<file path="src/rtl/fir_decim_pkg.sv">
// rtl/fir_decim_pkg.sv - shared constants and width/scaling helpers for the FIR decimating output stage
package fir_decim_pkg;

    localparam int FIR_OUT_W = 16;

    function automatic int clog2(input int value);
        int result;
        int v;
        result = 0;
        v = value - 1;
        while (v > 0) begin
            result = result + 1;
            v = v >> 1;
        end
        return result;
    endfunction

    // Accumulator must hold DECIM full-scale samples without wrapping
    function automatic int acc_width(input int decim);
        return FIR_OUT_W + clog2(decim);
    endfunction

    // Total right shift: divide by DECIM plus the FIR gain compensation
    function automatic int shift_amount(input int decim, input int gain_shift);
        return clog2(decim) + gain_shift;
    endfunction

    function automatic logic signed [31:0] saturate(input logic signed [31:0] value, input int width);
        logic signed [31:0] hi;
        logic signed [31:0] lo;
        hi = (32'sd1 <<< (width - 1)) - 32'sd1;
        lo = -(32'sd1 <<< (width - 1));
        if (value > hi) begin
            return hi;
        end else if (value < lo) begin
            return lo;
        end
        return value;
    endfunction

endpackage

</file>
<file path="src/rtl/fir_decim_out_if.sv">
// rtl/fir_decim_out_if.sv - sample input and decimated output handshake bundle
interface fir_decim_out_if #(
    parameter int OUT_W = 8
);
    logic                                    in_valid;
    logic signed [fir_decim_pkg::FIR_OUT_W-1:0] in_data;
    logic                                    out_valid;
    logic                                    out_ready;
    logic signed [OUT_W-1:0]                 out_data;

    modport master (
        output in_valid,
        output in_data,
        output out_ready,
        input  out_valid,
        input  out_data
    );

    modport slave (
        input  in_valid,
        input  in_data,
        input  out_ready,
        output out_valid,
        output out_data
    );
endinterface

</file>
<file path="src/rtl/fir_decim_fifo.sv">
// rtl/fir_decim_fifo.sv - synchronous FIFO with occupancy count and registered-pointer head output
module fir_decim_fifo
    import fir_decim_pkg::*;
#(
    parameter int WIDTH = 8,
    parameter int DEPTH = 8
) (
    input  logic                   clk,
    input  logic                   rst,
    input  logic                   clr,
    input  logic                   push,
    input  logic                   pop,
    input  logic [WIDTH-1:0]       din,
    output logic [WIDTH-1:0]       dout,
    output logic                   full,
    output logic                   empty,
    output logic [clog2(DEPTH):0]  level
);
    localparam int AW = clog2(DEPTH);
    localparam logic [AW:0] FULL_LVL = DEPTH[AW:0];

    logic [WIDTH-1:0] r_mem [DEPTH];
    logic [AW-1:0]    r_wr_ptr;
    logic [AW-1:0]    r_rd_ptr;
    logic [AW:0]      r_level;
    logic             w_do_push;
    logic             w_do_pop;

    assign empty     = (r_level == '0);
    assign full      = (r_level == FULL_LVL);
    assign w_do_pop  = pop && !empty;
    // A full FIFO still takes a push when the head leaves in the same cycle
    assign w_do_push = push && (!full || w_do_pop);
    assign dout      = empty ? '0 : r_mem[r_rd_ptr];
    assign level     = r_level;

    // Storage write; pointers alone define validity so the array needs no reset
    always_ff @(posedge clk) begin
        if (w_do_push && !clr) begin
            r_mem[r_wr_ptr] <= din;
        end
    end

    // Pointer and occupancy bookkeeping; power-of-two depth lets pointers wrap naturally
    always_ff @(posedge clk or posedge rst) begin
        if (rst) begin
            r_wr_ptr <= '0;
            r_rd_ptr <= '0;
            r_level  <= '0;
        end else if (clr) begin
            r_wr_ptr <= '0;
            r_rd_ptr <= '0;
            r_level  <= '0;
        end else begin
            if (w_do_push) begin
                r_wr_ptr <= r_wr_ptr + AW'(1);
            end
            if (w_do_pop) begin
                r_rd_ptr <= r_rd_ptr + AW'(1);
            end
            if (w_do_push && !w_do_pop) begin
                r_level <= r_level + (AW+1)'(1);
            end else if (w_do_pop && !w_do_push) begin
                r_level <= r_level - (AW+1)'(1);
            end
        end
    end

endmodule

</file>
<file path="src/rtl/fir_decim_out.sv">
// rtl/fir_decim_out.sv - integrate-and-dump decimator with round/saturate and output FIFO (option: SAT_COUNT_EN)
module fir_decim_out
    import fir_decim_pkg::*;
#(
    parameter int DECIM      = 4,
    parameter int GAIN_SHIFT = 3,
    parameter int OUT_W      = 8,
    parameter int FIFO_DEPTH = 8
) (
    input  logic                        clk,
    input  logic                        rst,
    input  logic                        clr,
    fir_decim_out_if.slave              bus,
    output logic [clog2(FIFO_DEPTH):0]  fifo_level,
    output logic                        overflow
`ifdef SAT_COUNT_EN
    ,
    output logic [15:0]                 sat_count
`endif
);
    localparam int ACC_W = acc_width(DECIM);
    localparam int S     = shift_amount(DECIM, GAIN_SHIFT);
    localparam int LOG_D = clog2(DECIM);
    localparam int PH_W  = (LOG_D > 0) ? LOG_D : 1;
    // Half an output LSB, so the arithmetic shift rounds half toward +inf; zero when S is zero
    localparam logic signed [31:0] ROUND_ADD = (32'sd1 <<< S) >>> 1;

    logic [PH_W-1:0]         r_phase;
    logic signed [ACC_W-1:0] r_acc;
    logic                    r_pipe_valid;
    logic signed [OUT_W-1:0] r_pipe_data;
    logic                    r_overflow;
    logic signed [ACC_W-1:0] w_sum;
    logic signed [31:0]      w_sum32;
    logic signed [31:0]      w_round;
    logic                    w_last;
    logic                    w_full;
    logic                    w_empty;
    logic [OUT_W-1:0]        w_fifo_dout;

    assign w_sum   = r_acc + ACC_W'($signed(bus.in_data));
    assign w_sum32 = 32'(w_sum);
    assign w_round = (w_sum32 + ROUND_ADD) >>> S;
    assign w_last  = (r_phase == PH_W'(DECIM - 1));

    // Integrate samples; the completed frame's scaled, clamped result lands in the pipe register
    always_ff @(posedge clk or posedge rst) begin
        if (rst) begin
            r_phase      <= '0;
            r_acc        <= '0;
            r_pipe_valid <= 1'b0;
            r_pipe_data  <= '0;
        end else if (clr) begin
            r_phase      <= '0;
            r_acc        <= '0;
            r_pipe_valid <= 1'b0;
            r_pipe_data  <= '0;
        end else begin
            r_pipe_valid <= 1'b0;
            if (bus.in_valid) begin
                if (w_last) begin
                    r_acc        <= '0;
                    r_phase      <= '0;
                    r_pipe_valid <= 1'b1;
                    r_pipe_data  <= OUT_W'(saturate(w_round, OUT_W));
                end else begin
                    r_acc   <= w_sum;
                    r_phase <= r_phase + PH_W'(1);
                end
            end
        end
    end

    // Sticky flag for a result lost to a full FIFO with no concurrent pop
    always_ff @(posedge clk or posedge rst) begin
        if (rst) begin
            r_overflow <= 1'b0;
        end else if (clr) begin
            r_overflow <= 1'b0;
        end else if (r_pipe_valid && w_full && !bus.out_ready) begin
            r_overflow <= 1'b1;
        end
    end

    fir_decim_fifo #(
        .WIDTH (OUT_W),
        .DEPTH (FIFO_DEPTH)
    ) u_fifo (
        .clk   (clk),
        .rst   (rst),
        .clr   (clr),
        .push  (r_pipe_valid),
        .pop   (bus.out_ready),
        .din   (r_pipe_data),
        .dout  (w_fifo_dout),
        .full  (w_full),
        .empty (w_empty),
        .level (fifo_level)
    );

    assign bus.out_valid = !w_empty;
    assign bus.out_data  = w_fifo_dout;
    assign overflow      = r_overflow;

`ifdef SAT_COUNT_EN
    logic [15:0] r_sat_count;
    logic        w_clamped;

    assign w_clamped = (saturate(w_round, OUT_W) != w_round);

    // Count clamped results when they are produced, whether or not the FIFO later keeps them
    always_ff @(posedge clk or posedge rst) begin
        if (rst) begin
            r_sat_count <= '0;
        end else if (clr) begin
            r_sat_count <= '0;
        end else if (bus.in_valid && w_last && w_clamped && (r_sat_count != 16'hFFFF)) begin
            r_sat_count <= r_sat_count + 16'd1;
        end
    end

    assign sat_count = r_sat_count;
`endif

endmodule

</file>
<file path="src/flat_wrapper.sv">
// flat-port wrapper written by rule: the top's interface ports become plain ports
module fir_decim_out_flat import fir_decim_pkg::*;
#(
    parameter int DECIM      = 4,
    parameter int GAIN_SHIFT = 3,
    parameter int OUT_W      = 8,
    parameter int FIFO_DEPTH = 8
)
  (clk, rst, clr, fifo_level, overflow, bus_in_valid, bus_in_data, bus_out_ready, bus_out_valid, bus_out_data);
  fir_decim_out_if #(.OUT_W(OUT_W)) bus_i ();
  input  logic clk;
  input  logic rst;
  input  logic clr;
  output logic [clog2(FIFO_DEPTH):0] fifo_level;
  output logic overflow;
  input wire logic [$bits(bus_i.in_valid)-1:0] bus_in_valid;
  input wire logic [$bits(bus_i.in_data)-1:0] bus_in_data;
  input wire logic [$bits(bus_i.out_ready)-1:0] bus_out_ready;
  output wire logic [$bits(bus_i.out_valid)-1:0] bus_out_valid;
  output wire logic [$bits(bus_i.out_data)-1:0] bus_out_data;
  assign bus_i.in_valid = bus_in_valid;
  assign bus_i.in_data = bus_in_data;
  assign bus_i.out_ready = bus_out_ready;
  assign bus_out_valid = bus_i.out_valid;
  assign bus_out_data = bus_i.out_data;
  fir_decim_out #(.DECIM(DECIM), .GAIN_SHIFT(GAIN_SHIFT), .OUT_W(OUT_W), .FIFO_DEPTH(FIFO_DEPTH)) u_core (.clk(clk), .rst(rst), .clr(clr), .bus(bus_i), .fifo_level(fifo_level), .overflow(overflow));
endmodule
</file>
<file path="config.mk">
export PLATFORM = sky130hd
export DESIGN_NAME = fir_decim_out_flat
export DESIGN_NICKNAME = d
export VERILOG_FILES = /design/src/rtl/fir_decim_pkg.sv /design/src/rtl/fir_decim_out_if.sv /design/src/rtl/fir_decim_fifo.sv /design/src/rtl/fir_decim_out.sv /design/src/flat_wrapper.sv
export SDC_FILE = /design/constraint.sdc
export NUM_CORES = 1
export LEC_CHECK = 0
export CORE_MARGIN = 8
export CORE_UTILIZATION = 50
export DETAILED_ROUTE_END_ITERATION = 10
export GPL_ROUTABILITY_DRIVEN = 0
export PLACE_DENSITY_LB_ADDON = 0.08
export SLEW_MARGIN = 20
export SYNTH_ARGS = -nofsm -noshare
export SYNTH_HDL_FRONTEND = slang
export SYNTH_HIERARCHICAL = 1
export SYNTH_SLANG_ARGS = --single-unit
</file>
<file path="constraint.sdc">
create_clock -name clk -period 3.7 [get_ports clk]
set_input_delay 0.555 -clock clk [delete_from_list [all_inputs] [get_ports clk]]
set_output_delay 0.555 -clock clk [all_outputs]
set_load 0.1 [all_outputs]
</file>
==> run metrics <==
synthesized area 6010 µm²; total CTS buffers 9; GRT Total Usage roughly 18%; die area 15800 µm²; Clk pin slew, worst setup/hold paths about 70 ps; crit end category flip-flop; post-DR vias/cell 5.86; Mean Syn Cell Area 12.7 µm²; critical path class input port to flip-flop; Die X-Extent 126 µm; final core utilization 64.2%; I/O pins 35; critical hold path startpoint u_core/r_acc[15]$_DFFE_PP0P_; Setup Viol. Count Final 0; routed vias 4334; Post-synth EDFFs 64; Design Area, Final ~7600 µm²; status finished, final reports clean; Hold WS 489 ps; Tot Pwr 4.49 mW; min cycle time layout ~3600 ps; FF-to-FF End u_core/r_pipe_data[3]$_DFFE_PP0P_; fin crit share 96.7%; initial core utilization 50.7%; Core Footprint 11900 µm²; P_leak 3.14 nW; Iter 0 DRT Violations about 200; FF+latch count, synth 104; worst hold-check path type flip-flop to flip-flop; commonest non-fill, non-tap cell in the layout buf_4; number of global-route vias before repair about 4.4k; die height 126 µm; detailed-placement wirelength estimate 9540 µm; initial antenna violation count 0; hold_buf cts 0; FILL cells ~950; gr ovfl total 0; layout cells sized above 1 33.7%; Inserted Diodes 0; Worst Path Max Fanout 8; max-cap viol count 0; Placed Area 6970 µm²; first-pass GRT wire length 22000 µm; Slew HR 34.3%; slowest CP cell or4b_4; largest net degree at the start of global routing 31; DRC 0; most frequent cells in the layout 97 x buf_4, 64 x edfxtp_1, 40 x dfrtp_1; R2R depth 12; clk sink count roughly 100; dominant synthesized flop cell edfxtp_1; Syn Nets 520; Clock Latency Late Sink 350 ps; ys async rst share 38.5%; Reg2Reg Setup Slack 170 ps; Clock Tree Buf Depth 2; fin nets 634; crit-path cells dlygate4sd2_1, ha_2, fa_2, a211oi_2, buf_4, or4_4, a211oi_4, or3_4, o211ai_4, or4b_4, a21oi_4, nor3_2, a211oi_2; CP Buf/Inv Count 2; Worst VDD drop 0.000334 V; part of the Yosys area used for sequential elements approximately 49%; Ys Warns 6; first-pass detailed-route iteration total 4; Cells on Worst Hold Path 2; crit-path max cell delay 630 ps; max-slew violations 0; Routed wire per std cell ~18 µm; Core Rows 40; Sum Neg Setup Slack 0 ps; Worst-Margin Slew between 900 and 1000 ps; Syn Inst Count between 400 and 500; post-synth cell types 87; # H-tree levels 3; port bufs 34; Max Clk Rate 280 MHz; Clock Skew 9.44 ps; reg-to-reg startpoint u_core/r_acc[0]$_DFFE_PP0P_; CP most frequent cell a211oi_2; Top delay family on crit path simple AND/OR/NAND/NOR gates; CTS tree done; DRT Wirelength approximately 14000 µm; WP data arrival between 3000 and 4000 ps; WHS Endpoint u_core/r_acc[15]$_DFFE_PP0P_; power per cell area 590 nW/µm²; CP startpoint kind input port; Syn-to-layout area delta 26.6%; Post-DRT Antenna Nets 0; final hold vios 0; Data required, critical path between 3000 and 4000 ps; clock root cell clkbuf_16
-- cells by family after synthesis --
group,Yosys count,share of synthesized area [%]
xor gates and xnor gates,22,3.45
DFF,104,48.6
buffers and inverters,35,3.02
and+or+nand+nor,135,12.3
AOI/OAI and AO/OA,123,18.9
muxes,30,8.32
adders and majority gates,25,5.45
-- cells in the mapped netlist, drive strengths merged (2+ instances only) --
| master | instances | area (µm²) |
|---|---|---|
| edfxtp | 64 | 1920 |
| dfrtp | 40 | 1000 |
| nor2 | 40 | 153 |
| nand2 | 27 | 101 |
| a21oi | 26 | 141 |
| ha | 23 | 288 |
| a22o | 16 | 140 |
| mux4 | 16 | 360 |
| inv | 15 | 56.3 |
| xnor2 | 15 | 139 |
| mux2i | 14 | 140 |
| buf | 12 | 88.8 |
| nor3 | 11 | 55.1 |
| a211oi | 10 | 95.1 |
| nand3 | 10 | 55.1 |
| a221oi | 9 | 128 |
| nor4 | 8 | 80.1 |
| o21ai | 8 | 62.6 |
| clkbuf | 7 | 26.3 |
| xor2 | 7 | 68.8 |
| a21o | 6 | 45.0 |
| o211ai | 6 | 63.8 |
| a211o | 5 | 43.8 |
| a311oi | 5 | 73.8 |
| a31oi | 5 | 37.5 |
| and2 | 5 | 33.8 |
| and3 | 5 | 32.5 |
| nand2b | 5 | 31.3 |
| or3 | 4 | 35.0 |
| nand3b | 3 | 22.5 |
| nand4 | 3 | 18.8 |
| nor3b | 3 | 22.5 |
| o21a | 3 | 23.8 |
| o2bb2ai | 3 | 45.1 |
| or2 | 3 | 18.8 |
| a311o | 2 | 20.0 |
| a32o | 2 | 20.0 |
| fa | 2 | 40.0 |
| nor2b | 2 | 12.5 |
| o2111ai | 2 | 17.5 |
| o31ai | 2 | 15.0 |
| or4 | 2 | 22.5 |
-- through the flow --
| step | std cells | worst slack, ps |
|---|---|---|
| 3_5_place_dp | 711 | -519 |
| 3_3_place_gp | 711 | -470 |
| 2_1_floorplan | 474 | 41.1 |
| 6_report | 740 | 122 |
| 5_1_grt | 740 | -39.1 |
| 4_1_cts | 731 | 2.99 |
-- power by group --
| group | switching, mW | leakage, nW | internal [mW] |
|---|---|---|---|
| sequential | 0.0956 | 1.27 | 1.28 |
| clock | 0.438 | 0.136 | 0.467 |
| combinational | 1.34 | 1.74 | 0.866 |
| total | 1.88 | 3.14 | 2.61 |
-- layer usage --
metal  routed length, µm  up-vias  GRT usage [%]
li1                    -     2093              -
met1                5830     2149           21.3
met2                6910       69           29.3
met3                 416       23           2.70
met4                 359        0           9.60
met5                   0        -              0
-- worst min-delay path: stages, from the launching register on --
cell and delay, ps:
dfrtp_1 350, nand2_1 50, nand2_1 60
-- how the worst max path moves through the flow --
stage	from	endpoint	slack [ps]	cells past startpoint
4_1_cts	bus_in_data[6]	u_core/r_pipe_data[3]$_DFFE_PP0P_	3	13
5_1_grt	bus_in_data[0]	u_core/r_pipe_data[5]$_DFFE_PP0P_	-40	13
3_3_place_gp	bus_in_data[0]	u_core/r_pipe_data[7]$_DFFE_PP0P_	-470	14
2_1_floorplan	bus_in_data[0]	u_core/r_pipe_data[7]$_DFFE_PP0P_	40	12
3_5_place_dp	bus_in_data[0]	u_core/r_pipe_data[5]$_DFFE_PP0P_	-520	14
6_report	bus_in_data[0]	u_core/r_pipe_data[3]$_DFFE_PP0P_	120	13
-- timing repair --
| action | 4_1_cts | 5_1_grt |
|---|---|---|
| pin swaps | 13 | 23 |
| endpoints found under the hold margin | 0 | 0 |
| resized for setup | 18 | 31 |
| setup endpoints to repair | 8 | 8 |
| buffers inserted | 4 | 9 |
-- final cells by class --
cell class | instances | area (µm²) | share of cell area (%)
clock buffer | 10 | 229 | 3.01
clock inverter | 6 | 55.1 | 0.723
inverter | 15 | 56.3 | 0.739
multi-input combinational | 335 | 3170 | 41.6
sequential | 104 | 2920 | 38.4
tap | 147 | 184 | 2.42
timing repair buffer | 123 | 1000 | 13.2
-- sequential cells by signal (all words and copies together) (netlist names) --
register	cells
u_core/r_pipe_valid	1
u_core/r_acc	18
u_core/r_pipe_data	8
u_core/overflow	1
u_core/u_fifo/r_mem	64
u_core/u_fifo/r_wr_ptr	3
u_core/u_fifo/r_rd_ptr	3
u_core/r_phase	2
u_core/u_fifo/level	4
(Power assumes the default switching activity.)
